### config.mk
export PLATFORM = sky130hd
export DESIGN_NAME = dmem_access_unit
export DESIGN_NICKNAME = d
export VERILOG_FILES = /design/src/rtl/dmem_access_unit.sv
export SDC_FILE = /design/constraint.sdc
export NUM_CORES = 1
export LEC_CHECK = 0
export BUFFER_PORTS_ARGS = -buffer_cell sky130_fd_sc_hd__buf_2
export CORE_ASPECT_RATIO = 0.7
export CORE_MARGIN = 2
export CORE_UTILIZATION = 45
export DETAILED_ROUTE_END_ITERATION = 10
export GPL_TIMING_DRIVEN = 0
export PLACE_DENSITY = 0.81
export SLEW_MARGIN = 20
export SYNTH_ARGS = -nofsm -noshare
export SYNTH_HDL_FRONTEND = slang
export SYNTH_SLANG_ARGS = --single-unit
### constraint.sdc
create_clock -name clk -period 3.6 [get_ports clk]
set_input_delay 1.08 -clock clk [delete_from_list [all_inputs] [get_ports clk]]
set_output_delay 1.08 -clock clk [all_outputs]
set_load 0.01 [all_outputs]
### src/rtl/dmem_access_unit.sv
// ---------------------------------------------------------------------------
// dmem_access_unit
//
// Memory-stage front end placed directly in front of the 128x32 data memory.
// Every CPU load/store address is decoded against the internal data memory
// window. Hits go straight to the data memory with no added latency. Misses
// become a start/done handshake on the external bus, with the pipeline held
// until the slave answers or the wait times out.
//
// Ports
//   clk        in   1   single clock, rising edge
//   reset_n    in   1   asynchronous active-low reset
//   cpu_addr   in  32   word address from the memory stage
//   cpu_data   in  32   store data
//   cpu_we     in   1   store request (wins when cpu_re is also high)
//   cpu_re     in   1   load request
//   cpu_q      out 32   load result to writeback
//   cpu_stall  out  1   freeze pipeline
//   bus_error  out  1   one-cycle timeout flag, valid in DONE
//   dmem_addr  out 32   data memory address (pass-through of cpu_addr)
//   dmem_we    out  1   data memory write enable (hits only)
//   dmem_data  out 32   data memory write data (pass-through of cpu_data)
//   dmem_q     in  32   data memory read data (combinational, write bypass)
//   bus_addr   out 32   external address, registered at capture
//   bus_data   out 32   external write data, registered at capture
//   bus_we     out  1   external write flag, registered at capture
//   bus_start  out  1   one-cycle transaction start
//   bus_done   in   1   transaction complete
//   bus_q      in  32   external read data, valid with bus_done
//
// State table
//   state    | meaning
//   ---------+----------------------------------------------------------
//   IDLE     | hits served combinationally; a miss is captured here
//   BUS_REQ  | bus_start pulses, timeout counter cleared
//   BUS_WAIT | waiting for bus_done or for the timeout to expire
//   DONE     | result presented to the CPU for one cycle, stall released
// ---------------------------------------------------------------------------
module dmem_access_unit #(
  parameter logic [31:0] DMEM_BASE   = 32'h0000_0000,
  parameter int          DMEM_AW     = 7,
  parameter int          BUS_TIMEOUT = 1023
) (
  input  logic        clk,
  input  logic        reset_n,
  input  logic [31:0] cpu_addr,
  input  logic [31:0] cpu_data,
  input  logic        cpu_we,
  input  logic        cpu_re,
  output logic [31:0] cpu_q,
  output logic        cpu_stall,
  output logic        bus_error,
  output logic [31:0] dmem_addr,
  output logic        dmem_we,
  output logic [31:0] dmem_data,
  input  logic [31:0] dmem_q,
  output logic [31:0] bus_addr,
  output logic [31:0] bus_data,
  output logic        bus_we,
  output logic        bus_start,
  input  logic        bus_done,
  input  logic [31:0] bus_q
);

  localparam int CW = $clog2(BUS_TIMEOUT + 1);
  localparam logic [CW-1:0] CNT_LAST = CW'(BUS_TIMEOUT - 1);
  localparam logic [CW-1:0] CNT_SAT  = {CW{1'b1}};

  typedef enum logic [1:0] {
    IDLE,
    BUS_REQ,
    BUS_WAIT,
    DONE
  } state_t;

  state_t        state;
  logic [CW-1:0] cnt;
  logic [31:0]   result;
  logic          hit;
  logic          req;

  assign hit = (cpu_addr[31:DMEM_AW] == DMEM_BASE[31:DMEM_AW]);
  assign req = cpu_we | cpu_re;

  assign dmem_addr = cpu_addr;
  assign dmem_data = cpu_data;

  // The combinational outputs are qualified with reset_n so that they drop
  // the moment reset is asserted, even while a request sits on the inputs.
  assign dmem_we = reset_n & cpu_we & hit & (state == IDLE);

  always_comb begin
    cpu_stall = 1'b0;
    cpu_q     = result;
    case (state)
      IDLE: begin
        cpu_stall = reset_n & req & ~hit;
        cpu_q     = dmem_q;
      end
      BUS_REQ:  cpu_stall = reset_n;
      BUS_WAIT: cpu_stall = reset_n;
      DONE:     cpu_stall = 1'b0;
      default:  cpu_stall = 1'b0;
    endcase
  end

  // bus_error doubles as the timeout flag: it is only ever set on the
  // transition into DONE and is cleared when DONE is left.
  always_ff @(posedge clk or negedge reset_n) begin
    if (!reset_n) begin
      state     <= IDLE;
      bus_start <= 1'b0;
      bus_we    <= 1'b0;
      bus_addr  <= '0;
      bus_data  <= '0;
      result    <= '0;
      cnt       <= '0;
      bus_error <= 1'b0;
    end else begin
      bus_start <= 1'b0;
      case (state)
        IDLE: begin
          if (req && !hit) begin
            bus_addr  <= cpu_addr;
            bus_data  <= cpu_data;
            bus_we    <= cpu_we;
            bus_start <= 1'b1;
            state     <= BUS_REQ;
          end
        end
        BUS_REQ: begin
          cnt   <= '0;
          state <= BUS_WAIT;
        end
        BUS_WAIT: begin
          if (bus_done) begin
            result <= bus_we ? 32'h0 : bus_q;
            state  <= DONE;
          end else if (cnt == CNT_LAST) begin
            result    <= '0;
            bus_error <= 1'b1;
            state     <= DONE;
          end else if (cnt != CNT_SAT) begin
            cnt <= cnt + 1'b1;
          end
        end
        DONE: begin
          // A request still on the inputs here is the one just served.
          bus_error <= 1'b0;
          state     <= IDLE;
        end
        default: state <= IDLE;
      endcase
    end
  end

endmodule

# Word-level counts from Yosys, hierarchy flattened
# Index checks and enable logic that the tools add are counted.
# word_totals
rom_bits	0
out_inout_bits	165
input_bits	133
regBits	111
mem_count	0
mem_bits_rw	0
elab_cells	58
latchBits	0
# op_classes
n_eq_ne	11
n_reduce_logical	13
n_div	0
magnitude_cmp	0
mux	18
mul	0
shifts	0
bitwise_logic	7
addsub	1
# ops
op	n
2-to-1 mux 32 bit	4
2-to-1 mux 10 bit	3
logical NOT 25 bit	1
case mux 10 bit (2 select lines)	1
adder 10 x 1 -> 10 bit, second input constant	1
equality test 10 bit, second input constant	1
!= test 10 bit, second input constant	1
!= test 2 bit, second input constant	4
case mux 2 bit (4 select lines)	1
2-to-1 mux 2 bit	3
AND reduction 2 bit	3
nonzero test 2 bit	3
AND 1 bit	5
equality test 2 bit, second input constant	2
2-to-1 mux 1 bit	4
AND reduction 4 bit	1
!= test 3 bit, second input constant	1
case mux 1 bit (3 select lines)	1
AND reduction 3 bit	1
equality test 2 x 1 -> 1 bit, second input constant	1
logical NOT 2 bit	1
!= test 2 x 1 -> 1 bit, second input constant	1
case mux 1 bit (2 select lines)	1
OR reduction 2 bit	1
other kinds (4)	4

# Depth between registers and ports, before layout
# depth
ltp_word	5
depth_mapped	7
mapped_depth_nobuf	6

# Least setup slack after synthesis
# OpenSTA, ideal clock, no wires.
# synth_timing
path_kind	in2out
start	input cpu_addr[11]
end	output cpu_stall
slack_ps	314
required_ps	2520
path_buffers	2
arrival_ps	2206
path_stages	6
cell_sequence	nor4_1 nand4_1 o221ai_2 buf_4 buf_6 a21boi_0
# synth_between
elab_chain_cells	4
# synth_rtl
item	line_no	source
start, declared	46	input logic [31:0] cpu_addr,
logical NOT 25 bit	82	assign hit = (cpu_addr[31:DMEM_AW] == DMEM_BASE[31:DMEM_AW]);
NOT 1 bit	97	cpu_stall = reset_n & req & ~hit;
AND 1 bit	97	
case mux 1 bit (3 select lines)	95	case (state)
end, declared	51	output logic cpu_stall,
# Every way passes these cells.

# Final worst setup path
# layout_timing
start	input cpu_addr[8]
end	output cpu_stall
# The elaborated chain is that of the path after synthesis.

==> results.json <==
{
  "synthCells": 402,
  "start_kind": "input pin",
  "pwr-share-seq_pct": 36.7,
  "layout_setup_ws_ns": -0.002971,
  "dp_cells": 857,
  "final_util_pct": 64.09,
  "syn-num-nets": 541,
  "tightest_slew_ns": 0.5539,
  "antennaDiodeCount": 0,
  "ant_nets": 0,
  "clk_path_buf_depth": 2,
  "gr-usage-met2_pct": 39.35,
  "arrival_ns": 2.52,
  "path_delay_family": "buffers and inverters",
  "ir_drop_mv": 0.3740,
  "rsz0062_at_grt": "true",
  "outcome": "finished with violations",
  "setup_viol": 1,
  "multi_input_area_sq_mm": 0.001986,
  "critPathMaxFanout": 10,
  "grt_pass1_vias": 4242,
  "yosysSeqAreaShare_pct": 52.46,
  "ys_ff_latch": 111,
  "clockRootBuffer": "clkbuf_16",
  "vias": 4271,
  "critical-path-slowest-cell": "nor4_4",
  "cp.buffers_inverters": 5,
  "grt.busiest_layer": "met2",
  "p_clk_share_pct": 16.6,
  "drive_gt1_share_pct": 64.17,
  "use_met1_pct": 27.44,
  "firstDrtPassIters": 4,
  "max-slew-margin-rel_pct": 62.90,
  "power_leakage_uw": 0.003890,
  "crit_type": "in2out",
  "dieHeight_um": 94.76,
  "p_comb_share_pct": 46.7,
  "clkTransAtPathRegs_ns": 0.07,
  "drv_cap": 0,
  "dp_hpwl_mm": 11.30,
  "vias_per_cell": 4.870,
  "nFillCells": 905,
  "crit_chain": "buf_2 -> nor4_4 -> nand4_1 -> buf_4 -> o221ai_4 -> buf_8 -> buf_8 -> a21boi_0 -> buf_2",
  "layout.nets": 854,
  "drv_slew": 0,
  "synth_area_sq_mm": 0.005295,
  "cts.sinks": 111,
  "ios": 298,
  "clock_skew_ns": 0.006535,
  "violations": "negative setup slack",
  "cts_hold_buf": 0,
  "synth.avg_cell_area_sq_um": 13.17,
  "netSwitchingFraction_pct": 35.79,
  "synth_edf_count": 0,
  "synthToLayoutAreaGrowth_pct": 40.43,
  "drt_iter0_markers": 149,
  "synthFlopType": "dfrtp_1",
  "die_area_sq_mm": 0.01266,
  "insertion_delay_ns": 0.34,
  "cts_tree": "built",
  "grt_pass1_wl_mm": 21.77,
  "seq_area_sq_mm": 0.002778,
  "finalNonFillerCells": 877,
  "row_count": 33,
  "crit_required_ns": 2.52,
  "die_x_um": 133.7,
  "p_int_uw": 3827,
  "grt_util_met3_pct": 5.475,
  "p_switching_uw": 2133,
  "worstSetupEndpointType": "output port",
  "routedWlPerCell_um": 16.43,
  "clock.fmax_mhz": 277.5,
  "grt_max_degree": 62,
  "yosysWarnings": 0,
  "finalHoldViolations": 0,
  "slowest_delay_ns": 0.28,
  "initial_core_util_pct": 45.64,
  "core_sq_mm": 0.01160,
  "finalSetupTns_ns": -0.002971,
  "cts_made_buffers": 9,
  "grt_overflow": 0,
  "hp-class": "reg2reg",
  "h-tree-depth": 3,
  "antenna_found_initial": 0,
  "synth.distinct_cells": 42,
  "portBuffers": 297,
  "gp_congestion": 0.8658,
  "powerDensity_mw_per_mm2": 801.6,
  "period_share_pct": 100.1,
  "remaining_drc_errors": 0,
  "async_flop_share_pct": 100.0,
  "totalWireLength_mm": 14.41,
  "grt_usage_pct": 22.09,
  "timing.final.crit_period_ns": 3.603
}
## cell families (layout without fill, tap and decap cells)
logic type                 after synthesis  count (layout)  synth area share, %
and+or+nand+nor                         38              38                4.041
DFF                                    111             111                52.46
AOI/OAI and AO/OA                       52              52                8.270
adders and majority gates                6               6                1.418
xor gates and xnor gates                 5               5               0.8272
buffers and inverters                   89             407                11.60
muxes                                  101             101                21.38
## per-layer routing
metal | share of wire [%] | wire, um | up-vias
met1 | 41 | 5932 | 2068
met4 | 1.3 | 192 | 0
met5 | 0 | 0 | -
met3 | 6.0 | 871 | 18
li1 | - | - | 2007
met2 | 51 | 7408 | 178
## Yosys cell counts (all sizes together), types with 2 or more instances
| library cell | instances | area (sq um) |
|---|---|---|
| and3b | 2 | 17.52 |
| clkbuf | 5 | 18.77 |
| ha | 6 | 75.07 |
| xnor2 | 3 | 26.28 |
| nor2 | 4 | 17.52 |
| o21ai | 3 | 15.01 |
| xor2 | 2 | 17.52 |
| buf | 78 | 573.0 |
| mux2i | 4 | 40.04 |
| dfrtp | 111 | 2778 |
| nand3 | 5 | 25.02 |
| nand4 | 2 | 12.51 |
| and4 | 2 | 17.52 |
| inv | 6 | 22.52 |
| nand2 | 9 | 33.78 |
| nor4 | 5 | 31.28 |
| a22o | 37 | 324.1 |
| a31oi | 2 | 12.51 |
| mux2 | 97 | 1092 |
| nand2b | 3 | 18.77 |
## path summary, 6_finish.rpt
check,start,end,slack [ns],cells after the start
min in group asynchronous,reset_n,result[8],0.68,1
worst max register to register,state[0],result[30],1.64,6
max in group asynchronous,reset_n,bus_data[7],2.26,2
worst max-delay path,cpu_addr[8],cpu_stall,-0.003,9
worst min register to register,bus_addr[23],bus_addr[23],0.49,1
worst min-delay path,bus_addr[23],bus_addr[23],0.49,1
## metrics by stage
| stage | power [uW] | setup slack [ns] | area (sq um) | hold WS, ns |
|---|---|---|---|---|
| 2_1_floorplan | 3839 | 0.3144 | 5295 | 0.4689 |
| 3_3_place_gp | 4836 | -0.9061 | 6978 | 0.4694 |
| 3_5_place_dp | 4963 | -0.3645 | 7012 | 0.4767 |
| 6_report | 5961 | -0.002971 | 7436 | 0.4892 |
| 4_1_cts | 5994 | -0.06382 | 7410 | 0.4930 |
| 5_1_grt | 6352 | -0.1353 | 7436 | 0.5063 |
## area by class of cell
type                       count  share of cell area [%]
inverter                       6                  0.3029
tap                          157                   2.642
buffer                        83                   8.161
clock inverter                 6                  0.9086
timing repair buffer         302                   20.85
clock buffer                  10                   3.079
sequential                   111                   37.35
multi-input combinational    202                   26.70
## sequential cells by signal, indices dropped and copies added, names as in the netlist
signal and flops:
bus_error 1, bus_we 1, cnt 10, result 32, bus_start 1, state 2, bus_data 32, bus_addr 32
## power groups by stage
| stage | clock, uW | combinational, uW | sequential (uW) |
|---|---|---|---|
| final | 989 | 2790 | 2190 |
| after global routing | 1060 | 3030 | 2260 |
| after CTS | 1010 | 2800 | 2180 |
| after detailed placement | 0 | 2770 | 2200 |
| after global placement | 0 | 2680 | 2160 |
| after floorplan | 0 | 1510 | 2320 |
## worst reg2reg max path: stages (launching register included)
cell and delay [ns]:
dfrtp_1 0.43, inv_1 0.11, ha_1 0.27, and3b_1 0.18, clkbuf_1 0.28, clkbuf_1 0.41, a22o_1 0.22
## placed cells by master (no fill, tap or decap), types with 2 or more instances in the layout
cell        netlist  routed
a22o_1           37      37
o21ai_0           2       2
a31oi_1           2       2
inv_6             0       2
buf_8             0       2
mux2i_1           4       4
dfrtp_1         111     111
buf_6             4       4
and4_1            2       2
nand2_1           9       9
clkinvlp_4        0       2
mux2_1           38      38
mux2_2           59      59
nand3_1           5       4
and3b_1           2       2
clkbuf_16         0       9
nor4_4            0       4
inv_1             6       6
buf_2             5     303
clkbuf_1          5       6
nand4_1           2       2
xor2_1            2       2
ha_1              6       6
nand2b_1          3       3
xnor2_1           3       3
nor2_1            3       3
buf_4            65      68
## repair_timing
item | CTS | global route
resized for setup | 13 | 4
setup endpoints to repair | 18 | 11
setup buffers | 3 | 1
pin swaps | 3 | 1
(Power assumes the default switching activity.)
